$ cat src/rtl/serial_sub_pkg.sv
// Shared types and elaboration helpers for the serial subtractor.
package serial_sub_pkg;

  typedef enum logic [1:0] {
    StIdle,
    StRun,
    StDone
  } state_e;

  // Number of RUN cycles one operation takes.
  function automatic int unsigned calc_steps(int unsigned width, int unsigned bpc);
    return (bpc == 0) ? 1 : width / bpc;
  endfunction

  function automatic bit cfg_valid(int unsigned width, int unsigned bpc);
    return (width >= 1) && (bpc >= 1) && (bpc <= width) && ((width % bpc) == 0);
  endfunction

endpackage

$ cat src/rtl/sub_slice.sv
// Combinational ripple full subtractor over WIDTH bits, LSB first.
module sub_slice #(
  parameter int unsigned WIDTH = 1
) (
  input  logic [WIDTH-1:0] x,
  input  logic [WIDTH-1:0] y,
  input  logic             br_in,
  output logic [WIDTH-1:0] diff,
  output logic             br_out
);

  logic [WIDTH:0] br;

  always_comb begin
    br    = '0;
    diff  = '0;
    br[0] = br_in;
    for (int i = 0; i < int'(WIDTH); i++) begin
      diff[i]  = x[i] ^ y[i] ^ br[i];
      br[i+1]  = (~x[i] & y[i]) | (~(x[i] ^ y[i]) & br[i]);
    end
    br_out = br[WIDTH];
  end

endmodule

$ cat src/rtl/serial_sub.sv
// Multi-cycle subtractor D = A - B - Bin, BITS_PER_CYCLE bits per clock, LSB first,
// with valid/ready handshakes on both sides.
module serial_sub
  import serial_sub_pkg::*;
#(
  parameter int unsigned WIDTH          = 8,
  parameter int unsigned BITS_PER_CYCLE = 1
) (
  input  logic             clk,
  input  logic             rst,
  input  logic             in_valid,
  output logic             in_ready,
  input  logic [WIDTH-1:0] a,
  input  logic [WIDTH-1:0] b,
  input  logic             bin,
  output logic             out_valid,
  input  logic             out_ready,
  output logic [WIDTH-1:0] d,
  output logic             bout
);

  localparam int unsigned STEPS = calc_steps(WIDTH, BITS_PER_CYCLE);
  localparam int unsigned CntW  = (STEPS > 1) ? $clog2(STEPS) : 1;
  localparam logic [CntW-1:0] LastCnt = CntW'(STEPS - 1);

  if (!cfg_valid(WIDTH, BITS_PER_CYCLE)) begin : gen_bad_cfg
    $error("serial_sub: BITS_PER_CYCLE must be >= 1 and divide WIDTH");
  end

  state_e            state_q, state_d;
  logic [WIDTH-1:0]  a_q, a_d;
  logic [WIDTH-1:0]  b_q, b_d;
  logic [WIDTH-1:0]  d_q, d_d;
  logic              br_q, br_d;
  logic              bout_q, bout_d;
  logic [CntW-1:0]   cnt_q, cnt_d;

  logic [BITS_PER_CYCLE-1:0]       slice_diff;
  logic                            slice_br;
  logic [WIDTH+BITS_PER_CYCLE-1:0] d_cat;

  sub_slice #(
    .WIDTH (BITS_PER_CYCLE)
  ) u_slice (
    .x      (a_q[BITS_PER_CYCLE-1:0]),
    .y      (b_q[BITS_PER_CYCLE-1:0]),
    .br_in  (br_q),
    .diff   (slice_diff),
    .br_out (slice_br)
  );

  // New slice enters from the MSB side so the result lands in place after STEPS shifts.
  assign d_cat = {slice_diff, d_q};

  always_comb begin
    state_d = state_q;
    a_d     = a_q;
    b_d     = b_q;
    d_d     = d_q;
    br_d    = br_q;
    bout_d  = bout_q;
    cnt_d   = cnt_q;
    unique case (state_q)
      StIdle: begin
        if (in_valid) begin
          a_d     = a;
          b_d     = b;
          br_d    = bin;
          cnt_d   = '0;
          state_d = StRun;
        end
      end
      StRun: begin
        a_d   = a_q >> BITS_PER_CYCLE;
        b_d   = b_q >> BITS_PER_CYCLE;
        d_d   = d_cat[WIDTH+BITS_PER_CYCLE-1:BITS_PER_CYCLE];
        br_d  = slice_br;
        cnt_d = cnt_q + 1'b1;
        if (cnt_q == LastCnt) begin
          bout_d  = slice_br;
          cnt_d   = '0;
          state_d = StDone;
        end
      end
      StDone: begin
        if (out_ready) begin
          state_d = StIdle;
        end
      end
      default: state_d = StIdle;
    endcase
  end

  always_ff @(posedge clk) begin
    if (rst) begin
      state_q <= StIdle;
      a_q     <= '0;
      b_q     <= '0;
      d_q     <= '0;
      br_q    <= 1'b0;
      bout_q  <= 1'b0;
      cnt_q   <= '0;
    end else begin
      state_q <= state_d;
      a_q     <= a_d;
      b_q     <= b_d;
      d_q     <= d_d;
      br_q    <= br_d;
      bout_q  <= bout_d;
      cnt_q   <= cnt_d;
    end
  end

  assign in_ready  = (state_q == StIdle);
  assign out_valid = (state_q == StDone);
  assign d         = d_q;
  assign bout      = bout_q;

endmodule

$ cat config.mk
export PLATFORM = sky130hd
export DESIGN_NAME = serial_sub
export DESIGN_NICKNAME = d
export VERILOG_FILES = /design/src/rtl/serial_sub_pkg.sv /design/src/rtl/sub_slice.sv /design/src/rtl/serial_sub.sv
export SDC_FILE = /design/constraint.sdc
export NUM_CORES = 1
export LEC_CHECK = 0
export CAP_MARGIN = 20
export CORE_ASPECT_RATIO = 2
export CORE_MARGIN = 2
export CORE_UTILIZATION = 40
export CTS_CLUSTER_SIZE = 28
export DETAILED_ROUTE_END_ITERATION = 6
export PLACE_DENSITY = 0.7
export SLEW_MARGIN = 20
export SYNTH_ARGS = -nofsm -noshare
export SYNTH_HDL_FRONTEND = slang
export SYNTH_SLANG_ARGS = --single-unit
$ cat constraint.sdc
create_clock -name clk -period 3.4 [get_ports clk]
set_input_delay 0.34 -clock clk [delete_from_list [all_inputs] [get_ports clk]]
set_output_delay 0.34 -clock clk [all_outputs]
set_load 0.005 [all_outputs]
# Word-level counts from Yosys, hierarchy flattened
# Cells that the tools add are included.
word_totals:
  regBits: 31
  latch_bits: 0
  ram_bits: 0
  mem_bits_ro: 0
  in_bits: 21
  out_inout_bits: 11
  word_cells: 39
  memories: 0
classes:
  addsub: 1
  mul: 0
  div: 0
  order_cmp: 0
  n_eq_ne: 6
  shift: 0
  mux: 13
  bitwise_logic: 7
  n_reduce_logical: 5
op_table:
  columns: ["operator", "count"]
  rows:
  - ["case mux 8 bit (2 select lines)", 2]
  - ["two-way mux 8 bit", 2]
  - ["two-way mux 2 bit", 3]
  - ["two-way mux 3 bit", 2]
  - ["case mux 2 bit (3 select lines)", 1]
  - ["case mux 3 bit (2 select lines)", 1]
  - ["inequality test 2 bit (second input constant)", 2]
  - ["AND reduction 2 bit", 2]
  - ["adder 3 x 1 -> 3 bit (second input constant)", 1]
  - ["== test 3 bit (second input constant)", 1]
  - ["AND reduction 3 bit", 1]
  - ["AND 1 bit", 2]
  - ["== test 2 x 1 -> 1 bit (second input constant)", 1]
  - ["== test 2 bit (second input constant)", 1]
  - ["logical NOT 2 bit", 1]
  - ["inequality test 2 x 1 -> 1 bit (second input constant)", 1]
  - ["NOT 1 bit", 2]
  - ["case mux 1 bit (2 select lines)", 1]
  - ["nonzero test 2 bit", 1]
  - ["XOR 1 bit", 2]
  - ["two-way mux 1 bit", 1]
  - ["bitwise OR 1 bit", 1]

# Logic depth before layout (Yosys ltp)
logic_depth:
  word_depth: 5
  mapped_depth: 5
  mapped_depth_nobuf: 5

# Modules after synthesis
# From an unflattened synthesis, not the netlist that was laid out.
unflattened:
  hier_cells: 143
  hier_area_um2: 1343.8
by_module_without_submodules:
  columns: ["module", "instances", "cells_each", "area_per_inst_um2", "seq_area_each_um2"]
  rows:
  - ["serial_sub", 1, 139, 1312.5, 620.6]
  - ["sub_slice", 1, 4, 31.3, 0.0]

# Worst setup path after synthesis
# OpenSTA, ideal clock, no wires.
synth_path:
  kind: "reg-to-reg"
  startpoint: "register state_q[1]"
  endpoint: "register a_q[5]"
  setup_time_ns: 0.119
  arrival_ns: 1.063
  required_time_ns: 3.281
  path_slack_ns: 2.218
  stages_incl_launch_ff: 5
  path_buffers: 1
  period_less_slack_ns: 1.182
  path_cell_list: "dfxtp_1 > nor2_4 > nand2_1 > buf_4 > o221a_2"
synth_between:
  elab_chain_cells: 3
  elab_cells_between_ends: 6
  classes_between: "eq/ne: 2; mux: 1; reduce/logical: 3"
synth_lines:
  columns: ["item", "line_no", "rtl"]
  rows:
  - ["start: declaration", "serial_sub.sv:30", "state_e state_q, state_d;"]
  - ["start signal: assignment", "serial_sub.sv:96", "state_q <= StIdle;"]
  - ["start signal: assignment", "serial_sub.sv:104", "state_q <= state_d;"]
  - ["logical NOT 2 bit *", null, null]
  - ["via in_ready", "serial_sub.sv:12", "output logic in_ready,"]
  - ["inequality test 2 bit (no line) or nonzero test 2 bit (tied branches)", null, null]
  - ["AND reduction 2 bit (no line)", null, null]
  - ["end signal: assignment", "serial_sub.sv:97", "a_q <= '0;"]
  - ["end signal: assignment", "serial_sub.sv:105", "a_q <= a_d;"]
  - ["end: declaration", "serial_sub.sv:31", "logic [WIDTH-1:0] a_q, a_d;"]
# The timed path passes the listed nets; every way through them passes the cells marked *.
# A chain may end at the register's enable or synchronous reset.

# Final worst setup path
layout_path:
  startpoint: "register state_q[1]"
  endpoint: "output out_valid"
layout_between:
  elab_chain_cells: 1
layout_lines:
  columns: ["item", "line_no", "rtl"]
  rows:
  - ["== test 2 bit", "serial_sub.sv:115", "assign out_valid = (state_q == StDone);"]
  - ["end: declaration", "serial_sub.sv:16", "output logic out_valid,"]
# No other way between the ends.

==> metrics.md <==
| Metric | Value |
|---|---|
| Post-route DRC | `0` |
| Max frequency | `approximately 530 MHz` |
| Clock transition at path regs | `60 ps` |
| Leakage power | `0.634 nW` |
| Via count | `1083` |
| Crit path cell chain | `nor2b_1 -> clkdlybuf4s50_1` |
| Crit-path max cell delay | `530 ps` |
| CTS Buf Count | `5` |
| Mapped Nets | `164` |
| Largest net degree at the start of global routing | `32` |
| Worst VDD drop | `0.288 mV` |
| CTS resizes | `0` |
| EDFF count, synth | `0` |
| CP Launch Type | `register` |
| Fraction of layout cells with a size suffix above 1 | `~16%` |
| Total track usage | `15.4%` |
| DRT Wirelength | `2700 microns` |
| Setup Skew | `approximately 4.3 ps` |
| #FFs+latches synth | `31` |
| Pwr/cell area | `459 nW/um^2` |
| GPL Wtd Cong | `0.745` |
| Outcome | `finished clean` |
| Setup TNS | `0 ps` |
| Max cap viols | `0` |
| Worst endpoint required time | `slightly above 3000 ps` |
| Fin nets | `193` |
| Die H | `85.1 microns` |
| N_diodes | `0` |
| Fin. Hold Viols | `0` |
| Fill count | `313` |
| Initial Utilization | `41.6%` |
| CTS Sinks | `31` |
| CTS tree | `yes` |
| Max-slew violation count | `0` |
| Register area share after synthesis | `47.2%` |
| Total power | `0.773 mW` |
| Finished Layout Cells | `approximately 200` |
| Synth warn | `0` |
| Clk_lat worst skew | `between 200 and 300 ps` |
| Most common cell in the netlist | `dfxtp_1` |
| Boundary pin count | `32` |
| Worst-margin pin slew | `1080 ps` |
| DR pass1 iterations | `4` |
| CTS Root Cell | `clkbuf_8` |
| Vias in the first global route | `1049` |
| Min Tclk post-route | `1890 ps` |
| Final setup fails | `0` |
| CP arrival | `1550 ps` |
| CTS Buffer Depth | `2` |
| HPWL after DPL | `1850 microns` |
| Crit path max fanout | `7` |
| Yosys cell types | `24` |
| Mapped Cells | `140` |
| DP Cell Count | `193` |
| Mapped cell area | `1310 sq um` |
| Place WS | `1460 ps` |
| Worst Hold Class | `reg -> reg` |
| Area contributors post-synth | `dfxtp_1 47%, o221a_2 13%, a21oi_1 8.4%, inv_1 5.1%, nand2_1 4.9%` |
| Unrepaired setup endpoints after global routing | `false` |
| Max_slew headroom | `27.7%` |
| Initial antenna violation count | `0` |
| Antenna Nets Post-Route | `0` |
| Yosys top cell by area | `dfxtp_1` |
| Core footprint | `about 3200 sq um` |
| Synthesized area per cell | `9.38 sq um` |
| Worst Setup End Kind | `output pin` |
| Kind of critical path | `reg -> out` |
| Die area | `3790 sq um` |
| Post-CTS setup buffer count | `0` |
| I/O Buffers | `31` |
| Global route overflow | `0` |
| First-pass GRT wire length | `4410 microns` |
| Yosys top cell area share | `roughly 47%` |
| H-Tree Depth | `2` |
| Final core occ | `53.3%` |
| Overall die width | `44.5 microns` |
| Ys flop type | `dfxtp_1` |
| Tcrit/Tclk final | `55.7%` |
| Avg WL per Cell | `13.4 microns` |
| Synth async-reset ratio | `0%` |
| Synth cell count leaders | `31 x dfxtp_1, 22 x a21oi_1, 18 x inv_1` |
| Setup ws final | `1510 ps` |
| Cts hold-fix bufs | `0` |
| DR vias/cell | `5.39` |
| Initial DRC Count | `22` |
| Crit path max-delay cell type | `clkdlybuf4s50_1` |
| Area grow syn2layout | `28.1%` |
| Site row count | `29` |
==> area by class of cell <==
type | count | area (sq um) | area share (%)
clock inverters | 1 | 5.00 | 0.297
flip-flops and latches | 31 | 621 | 36.9
clock buffers | 7 | 76.3 | 4.54
well taps | 31 | 38.8 | 2.30
repair buffers | 31 | 310 | 18.4
inverters | 18 | 67.6 | 4.01
multi-input cells | 82 | 564 | 33.5
==> worst max-delay path: cells and delay by family, from the launching register on <==
kind	cells	cell delay [ps]
buffers and inverters	1	530
flip-flops	1	510
AND/OR/NAND/NOR	1	230
==> where the power goes <==
group / internal [mW] / total [mW] / switching [mW]
registers: 0.385 / 0.398 / 0.0136
clock network: 0.143 / 0.273 / 0.130
logic: 0.0551 / 0.101 / 0.0458
total: 0.583 / 0.773 / 0.189
==> per-stage QoR <==
stage,area (sq um),hold WS [ps]
2_1_floorplan,1310,453
3_3_place_gp,1600,443
3_5_place_dp,1600,453
4_1_cts,1680,462
5_1_grt,1680,489
6_report,1680,456
==> path summary, 6_finish.rpt <==
path                            depth (start not counted)         to        from  slack, ps
worst max-delay path                                    2  out_valid  state_q[1]       1510
worst min-delay path                                    2       d[0]        d[0]        460
worst max register to register                          3       bout  state_q[0]       1830
worst min register to register                          2       d[0]        d[0]        460
==> flip-flops by register name, summed over array words and instances, names as in the netlist <==
register and count:
bout 1, b_q 8, br_q 1, d 8
state_q 2, cnt_q 3, a_q 8
==> logic make-up (layout without fill, tap and decap cells) <==
| group | count (synthesis) | count (layout) | synth area share (%) |
|---|---|---|---|
| buf+inv | 27 | 57 | 9.81 |
| compound gates | 47 | 47 | 27.9 |
| mux | 1 | 1 | 0.762 |
| flops | 31 | 31 | 47.2 |
| simple gates | 31 | 31 | 10.9 |
| fa+ha+maj | 3 | 3 | 3.43 |
==> per-layer routing <==
metal | up-vias | part of all wire [%] | track usage, %
met5 | - | 0 | 0
met4 | 0 | 2.5 | 9.09
met1 | 509 | 39 | 17.2
li1 | 543 | - | -
met3 | 6 | 4.3 | 3.83
met2 | 25 | 54 | 25.2
==> cells in the final DEF, fill, tap and decap left out, types with 4 or more instances in the layout <==
| cell | instances |
|---|---|
| o221a_2 | 15 |
| inv_1 | 18 |
| dfxtp_1 | 31 |
| clkbuf_8 | 5 |
| nand2_1 | 17 |
| a22oi_1 | 4 |
| nor2_1 | 8 |
| a21oi_1 | 22 |
| clkdlybuf4s50_1 | 31 |
Power figures use the tool's default switching activity.
